File: src/rtl/report_pkg.sv
// Shared types and constants for the solver result reporter.
package report_pkg;

  typedef enum logic [1:0] {IDLE, CONVERT, EMIT, HALT} report_state_t;
  typedef enum logic [1:0] {ST_OK, ST_ERR, ST_TO} report_status_t;
  typedef enum logic [2:0] {PH_D, PH_TENS, PH_ONES, PH_SEP, PH_DIG, PH_LF, PH_END} emit_phase_t;

  localparam logic [7:0] CH_D  = 8'h44;
  localparam logic [7:0] CH_EQ = 8'h3D;
  localparam logic [7:0] CH_E  = 8'h45;
  localparam logic [7:0] CH_T  = 8'h54;
  localparam logic [7:0] CH_LF = 8'h0A;
  localparam logic [7:0] CH_0  = 8'h30;

  // ceil(width * log10(2)) in fixed point; exact for every width up to 64
  function automatic int unsigned min_digits(input int unsigned width);
    return (width * 30103 + 99999) / 100000;
  endfunction

endpackage

File: src/rtl/bin2bcd.sv
// Iterative double-dabble: one answer bit per cycle, Ready once all ANSWER_W bits are shifted in.
module bin2bcd #(
  parameter int unsigned ANSWER_W = 64,
  parameter int unsigned DIGITS   = 20
) (
  input  logic                  Clk,
  input  logic                  Rst_n,
  input  logic                  Start,
  input  logic [ANSWER_W-1:0]   Bin,
  output logic [DIGITS*4-1:0]   Bcd,
  output logic                  Ready
);

  localparam int unsigned CNT_W = $clog2(ANSWER_W + 1);
  localparam int unsigned BCD_W = DIGITS * 4;

  logic [ANSWER_W-1:0] bin_q, bin_d;
  logic [BCD_W-1:0]    bcd_q, bcd_d;
  logic [CNT_W-1:0]    cnt_q, cnt_d;
  logic                ready_q, ready_d;
  logic [BCD_W-1:0]    adj_c;

  always_comb begin
    adj_c   = bcd_q;
    bin_d   = bin_q;
    bcd_d   = bcd_q;
    cnt_d   = cnt_q;
    ready_d = ready_q;
    for (int i = 0; i < int'(DIGITS); i++) begin
      if (bcd_q[4*i +: 4] >= 4'd5) adj_c[4*i +: 4] = bcd_q[4*i +: 4] + 4'd3;
    end
    if (Start) begin
      bin_d   = Bin;
      bcd_d   = '0;
      cnt_d   = CNT_W'(ANSWER_W);
      ready_d = 1'b0;
    end else if (cnt_q != '0) begin
      {bcd_d, bin_d} = {adj_c, bin_q} << 1;
      cnt_d = cnt_q - CNT_W'(1);
      if (cnt_q == CNT_W'(1)) ready_d = 1'b1;
    end
  end

  always_ff @(posedge Clk or negedge Rst_n) begin
    if (!Rst_n) begin
      bin_q   <= '0;
      bcd_q   <= '0;
      cnt_q   <= '0;
      ready_q <= 1'b0;
    end else begin
      bin_q   <= bin_d;
      bcd_q   <= bcd_d;
      cnt_q   <= cnt_d;
      ready_q <= ready_d;
    end
  end

  assign Bcd   = bcd_q;
  assign Ready = ready_q;

endmodule

File: src/rtl/result_reporter.sv
// Watches the solver flags, runs a watchdog, and streams one ASCII report line over valid/ready.
module result_reporter
  import report_pkg::*;
#(
  parameter int unsigned ANSWER_W       = 64,
  parameter int unsigned DIGITS         = 20,
  parameter int unsigned DAY_ID         = 1,
  parameter int unsigned TIMEOUT_CYCLES = 2**24
) (
  input  logic                Clk,
  input  logic                Rst_n,
  input  logic                Done,
  input  logic                Error,
  input  logic [ANSWER_W-1:0] Answer,
  output logic [7:0]          TxData,
  output logic                TxValid,
  input  logic                TxReady,
  output logic                Busy,
  output logic                Finished,
  output logic                TimedOut
);

  localparam int unsigned WD_W  = $clog2(TIMEOUT_CYCLES);
  localparam int unsigned DIG_W = $clog2(DIGITS + 1);
  localparam logic [7:0]  DAY_TENS = CH_0 + 8'(DAY_ID / 10);
  localparam logic [7:0]  DAY_ONES = CH_0 + 8'(DAY_ID % 10);

  if (DIGITS < min_digits(ANSWER_W)) begin : g_digits_chk
    $error("result_reporter: DIGITS too small for ANSWER_W");
  end
  if (DAY_ID > 99) begin : g_day_chk
    $error("result_reporter: DAY_ID must be 0..99");
  end

  report_state_t       state_q, state_d;
  report_status_t      status_q, status_d;
  emit_phase_t         ph_q, ph_d;
  logic [DIG_W-1:0]    dig_q, dig_d;
  logic [WD_W-1:0]     wd_q, wd_d;
  logic [7:0]          tx_data_q, tx_data_d;
  logic                tx_valid_q, tx_valid_d;
  logic                busy_q, busy_d;
  logic                finished_q, finished_d;
  logic                timed_out_q, timed_out_d;

  logic                start_c;
  logic                b2b_ready;
  logic [DIGITS*4-1:0] b2b_bcd;
  logic [DIG_W-1:0]    msd_c;
  logic [3:0]          nib_c;

  bin2bcd #(.ANSWER_W(ANSWER_W), .DIGITS(DIGITS)) u_bin2bcd (
    .Clk   (Clk),
    .Rst_n (Rst_n),
    .Start (start_c),
    .Bin   (Answer),
    .Bcd   (b2b_bcd),
    .Ready (b2b_ready)
  );

  // Most significant non-zero digit; an all-zero answer still prints one '0'
  always_comb begin
    msd_c = '0;
    for (int i = 0; i < int'(DIGITS); i++) begin
      if (b2b_bcd[4*i +: 4] != 4'd0) msd_c = DIG_W'(i);
    end
    nib_c = 4'(b2b_bcd >> {dig_q, 2'b00});
  end

  always_comb begin
    state_d     = state_q;
    status_d    = status_q;
    ph_d        = ph_q;
    dig_d       = dig_q;
    wd_d        = wd_q;
    tx_data_d   = tx_data_q;
    tx_valid_d  = tx_valid_q;
    busy_d      = busy_q;
    finished_d  = finished_q;
    timed_out_d = timed_out_q;
    start_c     = 1'b0;
    unique case (state_q)
      IDLE: begin
        wd_d = (wd_q == WD_W'(TIMEOUT_CYCLES - 1)) ? wd_q : wd_q + WD_W'(1);
        if (Error) begin
          state_d  = EMIT;
          status_d = ST_ERR;
          ph_d     = PH_D;
          busy_d   = 1'b1;
        end else if (Done) begin
          state_d  = CONVERT;
          status_d = ST_OK;
          start_c  = 1'b1;
          busy_d   = 1'b1;
        end else if (wd_q == WD_W'(TIMEOUT_CYCLES - 2)) begin
          state_d     = EMIT;
          status_d    = ST_TO;
          ph_d        = PH_D;
          busy_d      = 1'b1;
          timed_out_d = 1'b1;
        end
      end
      CONVERT: begin
        // 'D' is loaded straight out of CONVERT so the OK path has no idle cycle
        if (b2b_ready) begin
          state_d    = EMIT;
          tx_valid_d = 1'b1;
          tx_data_d  = CH_D;
          ph_d       = PH_TENS;
          dig_d      = msd_c;
        end
      end
      EMIT: begin
        if (!tx_valid_q || TxReady) begin
          tx_valid_d = 1'b1;
          unique case (ph_q)
            PH_D:    begin tx_data_d = CH_D;     ph_d = PH_TENS; end
            PH_TENS: begin tx_data_d = DAY_TENS; ph_d = PH_ONES; end
            PH_ONES: begin tx_data_d = DAY_ONES; ph_d = PH_SEP;  end
            PH_SEP: begin
              tx_data_d = (status_q == ST_OK)  ? CH_EQ :
                          (status_q == ST_ERR) ? CH_E  : CH_T;
              ph_d      = (status_q == ST_OK)  ? PH_DIG : PH_LF;
            end
            PH_DIG: begin
              tx_data_d = CH_0 + {4'd0, nib_c};
              if (dig_q == '0) ph_d = PH_LF;
              else             dig_d = dig_q - DIG_W'(1);
            end
            PH_LF:   begin tx_data_d = CH_LF;    ph_d = PH_END;  end
            default: begin
              tx_valid_d = 1'b0;
              busy_d     = 1'b0;
              finished_d = 1'b1;
              state_d    = HALT;
            end
          endcase
        end
      end
      default: ;
    endcase
  end

  always_ff @(posedge Clk or negedge Rst_n) begin
    if (!Rst_n) begin
      state_q     <= IDLE;
      status_q    <= ST_OK;
      ph_q        <= PH_D;
      dig_q       <= '0;
      wd_q        <= '0;
      tx_data_q   <= '0;
      tx_valid_q  <= 1'b0;
      busy_q      <= 1'b0;
      finished_q  <= 1'b0;
      timed_out_q <= 1'b0;
    end else begin
      state_q     <= state_d;
      status_q    <= status_d;
      ph_q        <= ph_d;
      dig_q       <= dig_d;
      wd_q        <= wd_d;
      tx_data_q   <= tx_data_d;
      tx_valid_q  <= tx_valid_d;
      busy_q      <= busy_d;
      finished_q  <= finished_d;
      timed_out_q <= timed_out_d;
    end
  end

  assign TxData   = tx_data_q;
  assign TxValid  = tx_valid_q;
  assign Busy     = busy_q;
  assign Finished = finished_q;
  assign TimedOut = timed_out_q;

endmodule

File: config.mk
export PLATFORM = sky130hd
export DESIGN_NAME = result_reporter
export DESIGN_NICKNAME = d
export VERILOG_FILES = /design/src/rtl/report_pkg.sv /design/src/rtl/bin2bcd.sv /design/src/rtl/result_reporter.sv
export SDC_FILE = /design/constraint.sdc
export NUM_CORES = 1
export LEC_CHECK = 0
export ABC_AREA = 1
export CORE_MARGIN = 4
export CORE_UTILIZATION = 51
export DETAILED_ROUTE_END_ITERATION = 8
export PLACE_DENSITY = 0.7
export SLEW_MARGIN = 20
export SYNTH_ARGS = -nofsm -noshare
export SYNTH_HDL_FRONTEND = slang
export SYNTH_HIERARCHICAL = 1
export SYNTH_SLANG_ARGS = --single-unit
File: constraint.sdc
create_clock -name Clk -period 5.6 [get_ports Clk]
set_input_delay 1.68 -clock Clk [delete_from_list [all_inputs] [get_ports Clk]]
set_output_delay 1.68 -clock Clk [all_outputs]
set_load 0.02 [all_outputs]
* Word level (Yosys, flattened, before mapping) *
Cells that the tools add are included.

storage, ports and cells
  register bits after elaboration = 200
  logic and storage cells = 218
  input bits = 69

cells by class
  reduce and logical (&&, ||, !) cells = 44
  eq/ne operators = 21
  muxes and demuxes = 90
  bitwise logic cells = 4
  magnitude comparators = 20
  add/sub/neg operators = 24
  shift operators = 1

operators with widths
  operator                 count
  $mux W80                 2
  $mux W64                 2
  $mux W5                  22
  $ge A4 B3 Y1 const B     20
  $shr A80 B7 Y4           1
  $add A4 B2 Y4 const B    19
  $mux W4                  19
  $reduce_bool A4 Y1       19
  $eq A24 B24 Y1 const B   2
  $pmux W8 S6              1
  $add A24 B1 Y24 const B  1
  $mux W3                  7
  $mux W7                  3
  $mux W2                  9
  $pmux W3 S6              1
  $mux W1                  16
  $mux W8                  2
  $pmux W8 S2              1
  $reduce_and A4 Y1        3
  $pmux W5 S2              1
  $reduce_and A5 Y1        2
  $ne A3 B3 Y1 const B     3
  $pmux W3 S3              1
  $ne A2 B2 Y1 const B     4
  other kinds (28)         43

* Depth between registers and ports, before layout *
  depth after elaboration = 22
  depth in mapped cells = 23
  gate-level depth less buffers = 23

* Hierarchy *
Netlist, hierarchy kept.

by module, submodules not included
  module           instances  area an instance (um2)  seq. area each (um2)  cells an instance
  bin2bcd          1          8704.6                  3803.6                1182
  result_reporter  1          3513.4                  1176.1                500

* Worst setup path after synthesis *
No wires, ideal clock.

  kind = input to register
  start = in Done
  end = reg u_bin2bcd.bin_q[45]
  setup slack = 2.674 ns
  arrival time = 2.796 ns
  setup time = 0.130 ns
  path buffers = 3
  stages = 8
  cells stage by stage = inv_1 > nor3_1 > buf_2 > buf_2 > buf_2 > o21ai_0 > nand2_1 > o21ai_1

between the ends
  word-level cells in the longest chain between the ends = 4
  elaborated cells between the ends (all ways) = 5
  classes of those cells = mux (4); reduce/logical (1)

ends and longest elaborated chain
  item                                            line                   source
  start, declared                                 result_reporter.sv:12  input logic Done,
  $mux W1 *                                       result_reporter.sv:90  end else if (Done) begin
  $mux W1 *                                       result_reporter.sv:85  if (Error) begin
  $mux W1 *                                       result_reporter.sv:82  unique case (state_q)
  named net start_c                               result_reporter.sv:46  logic start_c;
  $mux W64 or $reduce_bool A2 Y1 (tied branches)  n/a
  end signal, assigned                            bin2bcd.sv:51          bin_q <= bin_d;
  end, declared                                   bin2bcd.sv:17          logic [ANSWER_W-1:0] bin_q, bin_d;

The timed path passes the listed nets; every way through them passes the cells marked *.
A chain may end at the register's enable or synchronous reset.

* Final worst setup path *
  start = in Done
  end = reg u_bin2bcd.bin_q[61]

Same word-level chain as after synthesis.

==> flow_summary.json <==
{
  "fin_crit_sh_pct": 66.37,
  "cap_violations": 0,
  "synthesis.area_mm2": 0.01222,
  "clockPowerShare_pct": 19.6,
  "rows": 56,
  "avgViaCountPerCell": 5.360,
  "synth_top_area_share_pct": 40.76,
  "slew_headroom_pct": 41.55,
  "io_pins": 81,
  "slew_violations": 0,
  "n_fill_cell": 2260,
  "yosysMostFrequentCell": "nand2_1",
  "drc_errors": 0,
  "hold_class": "reg2reg",
  "switching_power_mw": 2.858,
  "diodes": 0,
  "critical_path.endpoint_type": "flop",
  "fin_util_pct": 58.35,
  "cts_buffers": 17,
  "htree_levels": 4,
  "worst-path-max-fanout": 70,
  "p_sw_share_pct": 44.53,
  "grt_pass1_vias": 10380,
  "period_needed_ns": 3.717,
  "p_seq_share_pct": 36.5,
  "dieArea_mm2": 0.02650,
  "ant_nets": 0,
  "final.setup.tns_ns": 0,
  "antenna_found_initial": 0,
  "ff_latch_area_mm2": 0.004980,
  "drt-total-wl_um": 28760,
  "ys_types": 48,
  "critPathKind": "in2reg",
  "cp-start-kind": "input pin",
  "globalRouteOverflowTotal": 0,
  "internal-power_mw": 3.560,
  "drive_gt1_share_pct": 4.616,
  "initial_core_util_pct": 51.90,
  "combPwrFrac_pct": 43.9,
  "synth-async-reset-ratio_pct": 100.0,
  "p_leak_nw": 6.648,
  "path_clk_slew_ns": 0.08,
  "ys_ff_latch": 199,
  "setup_slack_ns": 1.883,
  "status": "completed",
  "die_x_um": 162.8,
  "synth_top_flop_cell": "dfrtp_1",
  "tightest_slew_ns": 0.8754,
  "rsz0062_at_grt": "false",
  "cts_root_buf": "clkbuf_16",
  "cts_resized": 0,
  "cp_data_arrival_time_ns": 4.01,
  "clk_latency_ns": 0.44,
  "yosysSeqAreaShare_pct": 40.76,
  "fin_skew_ns": 0.01510,
  "post_cts_buffers": 0,
  "worst_ir_drop_vdd_mv": 0.1949,
  "ys_warn_count": 6,
  "synth_fp_nets": 1801,
  "clockBufferDepth": 2,
  "finalSetupViolCount": 0,
  "maxClockFrequency_mhz": 269.1,
  "hold_buffers": 0,
  "cts_tree": "yes",
  "power.total_mw": 6.418,
  "synth_edf_count": 0,
  "grt_use_total_pct": 22.03,
  "die_h_um": 162.8,
  "grt_max_degree": 89,
  "place_ws_ns": 1.480,
  "synthesis.instances": 1682,
  "gp_congestion": 0.8833,
  "portBuffers": 79,
  "nets": 1839,
  "yosys-top-cells-area": "dfrtp_1 (41%), nand2_1 (15%), nand3_1 (5.9%), inv_1 (5.9%), o21ai_0 (5.8%)",
  "synthTopCellsByCount": "nand2_1 (490), dfrtp_1 (199), inv_1 (191)",
  "hold_viol_final": 0,
  "synth_area_per_cell_um2": 7.264,
  "multi_input_area_mm2": 0.006115,
  "crit_required_ns": 5.89,
  "area.growth.synth_to_final_pct": 12.44,
  "drt_iter0_markers": 720,
  "r2r_slack_ns": 2.74,
  "yosysTopAreaCell": "dfrtp_1",
  "cts.sinks": 199,
  "wl_per_cell_um": 14.02,
  "vias": 11000,
  "core_area_mm2": 0.02354,
  "dr.pass1.iters": 6,
  "grt_pass1_wl_um": 48620,
  "powerDensity_mw_per_mm2": 467.1,
  "dp_hpwl_um": 19660
}
-- per-stage QoR --
stage | cell area (um^2) | hold slack, ns | cells
floorplan | 12220 | 0.4420 | 1682
global placement | 13120 | 0.4391 | 2020
detailed placement | 13120 | 0.4635 | 2020
CTS | 13740 | 0.4830 | 2052
global route | 13740 | 0.4995 | 2052
finish | 13740 | 0.4790 | 2052
-- per-layer routing --
layer  up-vias  track usage (%)  part of all wire (%)
met1      5092            29.38                    45
li1       5589                -                     -
met4         0            5.414                   1.5
met2       283            37.91                    48
met5         -                0                     0
met3        35            3.316                   5.1
-- kinds of logic (layout without fill, tap and decap cells) --
group	Yosys count	count (layout)	share of synthesized area [%]
xor gates and xnor gates	24	24	1.720
other	1	1	0.03069
buffers and inverters	267	318	9.278
DFF	199	199	40.76
muxes	1	1	0.09216
AOI/OAI and AO/OA	331	331	14.30
adders and majority gates	50	50	5.120
and+or+nand+nor	809	809	28.70
-- placed cells by master, fill, tap and decap left out, types with 7 or more instances in the layout --
master           count
o21ai_0            142
nor4_1              14
xnor2_1              8
clkbuf_16           17
nand4_1             30
nand3_1            145
nand2_1            490
o22ai_1             10
o21ai_1             90
nor3_1              11
a21oi_1             62
xor2_1              16
clkinv_8             7
nor2_1              80
clkdlybuf4s50_1     78
inv_1              191
ha_1                50
buf_4               10
dfrtp_1            199
nand2_2             11
-- power groups by stage --
stage                     registers, mW  clock network [mW]  logic [mW]
final                              2.34                1.26        2.82
after global routing               2.41                1.34        3.25
after CTS                          2.34                1.29        2.80
after detailed placement           2.36                   0        2.78
after global placement             2.34                   0        2.70
after floorplan                    2.21                   0        2.20
-- worst max-delay path, cell delays in order --
cell and delay, ns:
clkdlybuf4s50_1 0.52, inv_1 0.08, nor3_2 0.23, buf_4 0.50, buf_4 0.58, o21ai_0 0.19, nand2_1 0.10, o21ai_1 0.08
-- sequential cells by signal, indices dropped and copies added (netlist names) --
| name | count |
|---|---|
| u_bin2bcd/Bcd | 80 |
| u_bin2bcd/bin_q | 64 |
| wd_q | 24 |
| TxData | 7 |
| u_bin2bcd/cnt_q | 7 |
| dig_q | 5 |
| ph_q | 3 |
| state_q | 2 |
| status_q | 2 |
| Busy | 1 |
| Finished | 1 |
| TimedOut | 1 |
| TxValid | 1 |
| u_bin2bcd/Ready | 1 |
-- final cells by class --
type	instances	share of cell area, %
repair buffers	90	6.475
well taps	319	2.905
flip-flops and latches	199	36.25
multi-input cells	1216	44.51
inverters	196	5.355
clock buffers	18	3.197
clock inverters	14	1.311
-- path summary, 6_finish.rpt --
| path | start | to | cells after the start |
|---|---|---|---|
| min reg2reg | TimedOut$_DFFE_PN0P_ | TimedOut$_DFFE_PN0P_ | 2 |
| max in group asynchronous | Rst_n | u_bin2bcd/Bcd[71]$_DFFE_PN0P_ | 2 |
| min in group asynchronous | Rst_n | wd_q[14]$_DFFE_PN0P_ | 1 |
| min | TimedOut$_DFFE_PN0P_ | TimedOut$_DFFE_PN0P_ | 2 |
| max reg2reg | dig_q[1]$_DFFE_PN0P_ | dig_q[2]$_DFFE_PN0P_ | 8 |
| max | Done | u_bin2bcd/bin_q[61]$_DFFE_PN0P_ | 8 |
Note: power is estimated with default switching activity, not from simulation.
